## config.mk

```make
export PLATFORM = sky130hd
export DESIGN_NAME = seal_verifier
export DESIGN_NICKNAME = d
export VERILOG_FILES = /design/src/rtl/seal_pkg.sv /design/src/rtl/seal_crc_feeder.sv /design/src/rtl/seal_verifier.sv
export SDC_FILE = /design/constraint.sdc
export NUM_CORES = 1
export LEC_CHECK = 0
export ABC_AREA = 1
export ABC_CLOCK_PERIOD_IN_PS = 3000
export BUFFER_PORTS_ARGS = -buffer_cell sky130_fd_sc_hd__buf_4
export CAP_MARGIN = 10
export CORE_MARGIN = 5
export CORE_UTILIZATION = 35
export DETAILED_ROUTE_END_ITERATION = 7
export GPL_ROUTABILITY_DRIVEN = 1
export PLACE_DENSITY_LB_ADDON = 0.3
export SLEW_MARGIN = 20
export SYNTH_ARGS = -nofsm -noshare
export SYNTH_HDL_FRONTEND = slang
export SYNTH_SLANG_ARGS = --single-unit
```

## constraint.sdc

```tcl
create_clock -name clk -period 3 [get_ports clk]
set_input_delay 0.3 -clock clk [delete_from_list [all_inputs] [get_ports clk]]
set_output_delay 0.3 -clock clk [all_outputs]
set_load 0.05 [all_outputs]
```

## src/rtl/seal_pkg.sv

```systemverilog
// seal_pkg
// Shared definitions for the seal-record blocks (seal register and seal
// verifier): state encodings, status bit positions and the record layout
// constants. Ports: none (package only).
package seal_pkg;

    // Top-level verifier states.
    typedef enum logic [1:0] {
        ST_IDLE  = 2'd0,
        ST_FEED  = 2'd1,
        ST_CHECK = 2'd2
    } ver_state_e;

    // CRC feeder handshake states.
    typedef enum logic [1:0] {
        FD_IDLE  = 2'd0,
        FD_SEND  = 2'd1,
        FD_SKIP  = 2'd2,
        FD_DRAIN = 2'd3
    } feed_state_e;

    // Bytes pushed through the CRC engine per record:
    // sensor_id, value[7:0..31:24], mono[7:0..31:24].
    localparam int SEAL_NBYTES = 9;

    // Required content of word2[7:0].
    localparam logic [7:0] SEAL_PAD = 8'h00;

    // status_out bit positions.
    localparam int STAT_BUSY     = 0;
    localparam int STAT_DONE     = 1;
    localparam int STAT_PASS     = 2;
    localparam int STAT_CRC_ERR  = 3;
    localparam int STAT_MONO_ERR = 4;
    localparam int STAT_SID_ERR  = 5;
    localparam int STAT_FMT_ERR  = 6;
    localparam int STAT_DROPPED  = 7;

endpackage

```

## src/rtl/seal_crc_feeder.sv

```systemverilog
// seal_crc_feeder
// Walks a SEAL_NBYTES message (byte 0 in msg[7:0]) into the shared CRC
// engine. For each byte it waits for the engine to be idle, presents the
// byte with a one-cycle feed pulse, then skips one cycle so the engine's
// busy flag has time to rise. After the last byte it waits for the engine
// to go idle and pulses done, at which point crc_value is final.
// Ports:
//   clk, rst_n  clock, asynchronous active-low reset
//   start       one-cycle pulse, begins a new message (engine already inited)
//   msg         message bytes, byte 0 in the low bits
//   crc_busy    engine processing
//   crc_byte    byte presented to the engine (0 when not feeding)
//   crc_feed    one-cycle feed pulse
//   done        one-cycle pulse, last byte absorbed and engine idle
module seal_crc_feeder
    import seal_pkg::*;
(
    input  logic                     clk,
    input  logic                     rst_n,
    input  logic                     start,
    input  logic [SEAL_NBYTES*8-1:0] msg,
    input  logic                     crc_busy,
    output logic [7:0]               crc_byte,
    output logic                     crc_feed,
    output logic                     done
);

    localparam logic [3:0] LAST_IDX = 4'(SEAL_NBYTES);

    feed_state_e state, state_next;
    logic [3:0]  idx;

    always_ff @(posedge clk or negedge rst_n) begin
        if (!rst_n) begin
            state <= FD_IDLE;
            idx   <= 4'd0;
        end else begin
            state <= state_next;
            if (start)
                idx <= 4'd0;
            else if (crc_feed)
                idx <= idx + 4'd1;
        end
    end

    // idx counts bytes already fed, so after the final feed it equals
    // SEAL_NBYTES and the skip state hands over to the drain wait.
    always_comb begin
        state_next = state;
        crc_feed   = 1'b0;
        crc_byte   = 8'h00;
        done       = 1'b0;
        case (state)
            FD_IDLE: begin
                if (start)
                    state_next = FD_SEND;
            end
            FD_SEND: begin
                if (!crc_busy) begin
                    crc_feed   = 1'b1;
                    crc_byte   = msg[{idx, 3'b000} +: 8];
                    state_next = FD_SKIP;
                end
            end
            FD_SKIP: begin
                state_next = (idx == LAST_IDX) ? FD_DRAIN : FD_SEND;
            end
            FD_DRAIN: begin
                if (!crc_busy) begin
                    done       = 1'b1;
                    state_next = FD_IDLE;
                end
            end
            default: state_next = FD_IDLE;
        endcase
    end

endmodule

```

## src/rtl/seal_verifier.sv

```systemverilog
// seal_verifier
// Consumer end of the seal-record format. Software writes the three record
// words and then a start command carrying the expected sensor_id. The block
// recomputes CRC16 over sensor_id, value and mono_count on the shared
// engine, checks pad, CRC, session id and strict monotonic ordering, and
// reports a verdict plus saturating pass/fail counters.
// Ports:
//   clk, rst_n            clock, asynchronous active-low reset
//   crc_byte/feed/init    drive the shared CRC engine
//   crc_busy, crc_value   engine status and result
//   rec_wr, rec_in        record word write (IDLE only)
//   ctrl_wr, ctrl_in      {sensor_id[7:0], start, clear}
//   status_out            verdict and statistics
//   rec_idx               next record-word index
module seal_verifier
    import seal_pkg::*;
#(
    parameter int CNT_W = 8
) (
    input  logic        clk,
    input  logic        rst_n,
    output logic [7:0]  crc_byte,
    output logic        crc_feed,
    output logic        crc_init,
    input  logic        crc_busy,
    input  logic [15:0] crc_value,
    input  logic        rec_wr,
    input  logic [31:0] rec_in,
    input  logic        ctrl_wr,
    input  logic [9:0]  ctrl_in,
    output logic [31:0] status_out,
    output logic [1:0]  rec_idx
);

    localparam logic [CNT_W-1:0] CNT_MAX = '1;

    ver_state_e       state, state_next;
    logic [31:0]      word0, word1, word2;
    logic [7:0]       sensor_id, locked_sid;
    logic [31:0]      last_mono;
    logic             have_last, session_locked, start_dropped;
    logic             done, pass, crc_err, mono_err, sid_err, fmt_err;
    logic [CNT_W-1:0] pass_count, fail_count;
    logic             start_go, feed_done;
    logic [31:0]      mono;
    logic [7:0]       rec_sid;
    logic             chk_fmt, chk_crc, chk_mono, chk_sid, chk_pass;

    assign mono    = {word2[31:24], word1[23:0]};
    assign rec_sid = word1[31:24];

    // A start is only honoured in IDLE; the engine init goes out in the
    // same cycle so it lands before the feeder's first byte.
    assign start_go = ctrl_wr && ctrl_in[1] && (state == ST_IDLE);
    assign crc_init = start_go;

    assign chk_fmt  = word2[7:0] != SEAL_PAD;
    assign chk_crc  = crc_value != word2[23:8];
    assign chk_mono = have_last && (mono <= last_mono);
    assign chk_sid  = session_locked && (rec_sid != locked_sid);
    assign chk_pass = !(chk_fmt || chk_crc || chk_mono || chk_sid);

    seal_crc_feeder u_feeder (
        .clk      (clk),
        .rst_n    (rst_n),
        .start    (start_go),
        .msg      ({mono, word0, sensor_id}),
        .crc_busy (crc_busy),
        .crc_byte (crc_byte),
        .crc_feed (crc_feed),
        .done     (feed_done)
    );

    always_ff @(posedge clk or negedge rst_n) begin
        if (!rst_n)
            state <= ST_IDLE;
        else
            state <= state_next;
    end

    always_comb begin
        state_next = state;
        case (state)
            ST_IDLE:  if (start_go)  state_next = ST_FEED;
            ST_FEED:  if (feed_done) state_next = ST_CHECK;
            ST_CHECK: state_next = ST_IDLE;
            default:  state_next = ST_IDLE;
        endcase
    end

    // Record capture, commands, and the verdict/history update in CHECK.
    // A failing record leaves ordering and session state untouched so a
    // forged record cannot move the monotonic floor.
    always_ff @(posedge clk or negedge rst_n) begin
        if (!rst_n) begin
            word0          <= '0;
            word1          <= '0;
            word2          <= '0;
            rec_idx        <= 2'd0;
            sensor_id      <= 8'h00;
            locked_sid     <= 8'h00;
            last_mono      <= '0;
            have_last      <= 1'b0;
            session_locked <= 1'b0;
            start_dropped  <= 1'b0;
            done           <= 1'b0;
            pass           <= 1'b0;
            crc_err        <= 1'b0;
            mono_err       <= 1'b0;
            sid_err        <= 1'b0;
            fmt_err        <= 1'b0;
            pass_count     <= '0;
            fail_count     <= '0;
        end else if (state == ST_IDLE) begin
            if (rec_wr) begin
                case (rec_idx)
                    2'd0:    word0 <= rec_in;
                    2'd1:    word1 <= rec_in;
                    default: word2 <= rec_in;
                endcase
                rec_idx <= (rec_idx == 2'd2) ? 2'd0 : rec_idx + 2'd1;
            end
            if (ctrl_wr && ctrl_in[1]) begin
                sensor_id <= ctrl_in[9:2];
                rec_idx   <= 2'd0;
                done      <= 1'b0;
                pass      <= 1'b0;
                crc_err   <= 1'b0;
                mono_err  <= 1'b0;
                sid_err   <= 1'b0;
                fmt_err   <= 1'b0;
            end else if (ctrl_wr && ctrl_in[0]) begin
                done           <= 1'b0;
                pass           <= 1'b0;
                crc_err        <= 1'b0;
                mono_err       <= 1'b0;
                sid_err        <= 1'b0;
                fmt_err        <= 1'b0;
                pass_count     <= '0;
                fail_count     <= '0;
                have_last      <= 1'b0;
                session_locked <= 1'b0;
                start_dropped  <= 1'b0;
            end
        end else begin
            if (ctrl_wr && ctrl_in[1])
                start_dropped <= 1'b1;
            if (state == ST_CHECK) begin
                done     <= 1'b1;
                pass     <= chk_pass;
                crc_err  <= chk_crc;
                mono_err <= chk_mono;
                sid_err  <= chk_sid;
                fmt_err  <= chk_fmt;
                if (chk_pass) begin
                    last_mono <= mono;
                    have_last <= 1'b1;
                    if (!session_locked) begin
                        session_locked <= 1'b1;
                        locked_sid     <= rec_sid;
                    end
                    if (pass_count != CNT_MAX)
                        pass_count <= pass_count + 1'b1;
                end else if (fail_count != CNT_MAX) begin
                    fail_count <= fail_count + 1'b1;
                end
            end
        end
    end

    always_comb begin
        status_out                = '0;
        status_out[STAT_BUSY]     = state != ST_IDLE;
        status_out[STAT_DONE]     = done;
        status_out[STAT_PASS]     = pass;
        status_out[STAT_CRC_ERR]  = crc_err;
        status_out[STAT_MONO_ERR] = mono_err;
        status_out[STAT_SID_ERR]  = sid_err;
        status_out[STAT_FMT_ERR]  = fmt_err;
        status_out[STAT_DROPPED]  = start_dropped;
        status_out[15:8]          = 8'(pass_count);
        status_out[23:16]         = 8'(fail_count);
    end

endmodule

```

==> flow_summary.yaml <==
die:
  core_area_um2: 25100
  initial_core_util_pct: 35.4
  io_pins: 107
  row_count: 58
  dieArea_um2: 28700
  die_w_um: 169
  fp.dieH_um: 169
clock_tree:
  numCtsBuffers: 17
  cts_buffer_depth: 2
  clk_pin_slew_ps: 70
  cts_root_buf: "clkbuf_16"
  cts_sinks: 178
  cts_max_level: 4
  tritoncts: "built"
  insertion_delay_ps: 440
  postCtsSetupRepairBufs: 0
power:
  ir_drop_mv: 0.632
  p_leak_uw: 0.00528
  power.density_nw_per_um2: 897
  finalPower_uw: 9430
synth:
  synth_top_area_share_pct: 50.2
  syn_inst: 1074
  ys_seq_area_share_pct: 50.2
  synth-edff-count: 0
  synthFlopType: "dfrtp_1"
  ys_seq_elements: 178
  yosysTopAreaCell: "dfrtp_1"
  syn_area_um2: 8880
  ys_warn_count: 0
  synthDistinctLibCells: 39
  netlist_top_cells_area: "dfrtp_1, nand2_1, o21ai_0"
  synth-async-reset-ratio_pct: 100
  syn_area_per_cell_um2: 8.27
critical_path:
  r2r_cells: 15
  crit_path_cell_trace: "inv_1 -> buf_4 -> o21ai_0 -> o221ai_1 -> o211ai_1 -> a21oi_1 -> buf_4"
  slowest_delay_ps: 380
  arrival_ps: 2340
  cp_max_fo: 40
  cp-start-kind: "register"
  crit_type: "register to output pin"
  cp_slowest_cell: "dfrtp_1"
  cp_common_cell: "buf_4"
  cp.required_ps: 2700
  cp-end-kind: "output pin"
placed_design:
  gp_congestion: 0.848
  pre_cts_ws_ps: 608
  io_buffers: 98
  dp_hpwl_mm: 16.9
  placed_area_um2: 9890
final_layout:
  mostFrequentLayoutCell: "nand2_1"
  stdcell_area_um2: 10500
  syn_to_final_growth_pct: 18.5
  insertedDiodeCount: 0
  layout-drive-gt1-share_pct: 14.1
  fin_nets: 1253
  layout_common_cells: "nand2_1, dfrtp_1, o21ai_0"
route:
  drcViolationCount: 0
  route.detailed.vias_per_inst: 4.82
  postRouteWirelength_mm: 23.0
  vias: 7217
  wl_per_cell_um: 15.4
  dr.pass1.iters: 6
  antenna_left: 0
  drtIter0Drc: 596
sta:
  fin_crit_sh_pct: 87.8
  setup_viol: 0
  rsz0062_at_grt: "no"
  post-route-min-period_ps: 2640
  worstMarginPinSlew_ps: 721
  fin_setup_tns_ps: 0
  max_freq_mhz: 379
  slew_viol_final: 0
  fin_ws_ps: 365
  finalClockSkew_ps: 14.3
  relSlewSlack_pct: 51.9
  hold_viol_final: 0
global_routing:
  grt_max_degree: 75
  antenna_found_initial: 0
  grt_pass1_wl_mm: 37.8
  overflow: 0
  grt_pass1_vias: 6992
  track_usage_pct: 16.5
hold_path:
  holdPathStages: 3
  hold_path.class: "input port to register"
outcome:
  status: "complete, no violations"
flow_run:
  max-cap-violations: 0
-- per-layer routing --
| layer | up-vias | wire, µm | track usage, % |
|---|---|---|---|
| li1 | 3645 | - | - |
| met1 | 3374 | 11200 | 24.0 |
| met2 | 177 | 10400 | 25.4 |
| met3 | 21 | 1120 | 3.31 |
| met4 | 0 | 325 | 3.96 |
| met5 | - | 0 | 0 |
-- Yosys cell counts, types with 2 or more instances --
cell type and number:
o211ai_1 8, or2_2 5, dfrtp_1 178, buf_4 18, nor3_1 8, o21ai_1 20
nor2_2 3, xor2_1 4, o221ai_1 10, nand4_1 13, a31oi_1 2, a21oi_1 32
nor2_1 65, xnor2_1 12, nand2_2 3, o21ai_0 165, buf_1 2, nor4_1 2
inv_2 2, clkbuf_1 34, clkinv_1 4, ha_1 36, o22ai_1 11, buf_6 4
nand2_1 271, nand3_1 37, inv_1 113
-- metrics by stage --
stage | std cells | hold slack, ps | utilization (%)
2_1_floorplan | 1081 | 4.41 | -
3_3_place_gp | 1464 | 377 | 39.4
3_5_place_dp | 1464 | 378 | 39.4
4_1_cts | 1497 | 49.2 | 41.9
5_1_grt | 1497 | 62.2 | 41.9
6_report | 1497 | 64.2 | 41.9
-- worst paths after layout --
kind / startpoint / endpoint / slack [ps]
worst max-delay path: u_feeder.idx[0] / crc_byte[2] / 360
worst min-delay path: ctrl_in[4] / sensor_id[2] / 60
worst max register to register: word1[13] / last_mono[10] / 620
worst min register to register: u_feeder.idx[3] / u_feeder.idx[3] / 490
max in group asynchronous: rst_n / locked_sid[4] / 1750
min in group asynchronous: rst_n / fail_count[6] / 440
-- state kept, by name, summed over array words and instances, names as in the netlist, 4 cells and up --
| signal | cells |
|---|---|
| last_mono | 32 |
| word1 | 32 |
| locked_sid | 8 |
| sensor_id | 8 |
| word2 | 32 |
| pass_count | 8 |
| word0 | 32 |
| u_feeder.idx | 4 |
| fail_count | 8 |
-- what timing repair did --
item,in CTS,in global routing
resized for setup,0,0
hold buffers,1,0
setup endpoints to repair,0,0
endpoints found under the hold margin,71,0
-- where the power goes --
part / total (µW) / internal, µW / switching [µW]
clock: 2330 / 1270 / 1050
sequential: 3880 / 3150 / 734
combinational: 3230 / 1100 / 2130
total: 9430 / 5520 / 3920
-- worst max-delay path: cells and delay by family (launching register included) --
kind | cells | cell delay (ps)
AO/OA/AOI/OAI | 4 | 860
buffers and inverters | 3 | 640
flip-flops | 1 | 380
-- area by class of cell --
class                           count  area [µm²]
Timing Repair Buffer              113         892
Clock inverter                     15         191
Fill cell                        2603       14600
Tap cell                          330         413
Multi-Input combinational cell    725        3700
Clock buffer                       17         425
Sequential cell                   178        4450
Inverter                          119         447
-- cell families after synthesis --
group / count (synthesis) / synth area share, %
flip-flops: 178 / 50.2
adder cells (fa/ha/maj): 36 / 5.07
other: 1 / 0.0422
AND/OR/NAND/NOR: 413 / 19.3
AO/OA/AOI/OAI: 252 / 15.2
buffers and inverters: 178 / 8.64
XOR/XNOR: 16 / 1.58
No activity file was read; power rests on OpenSTA's default activity.
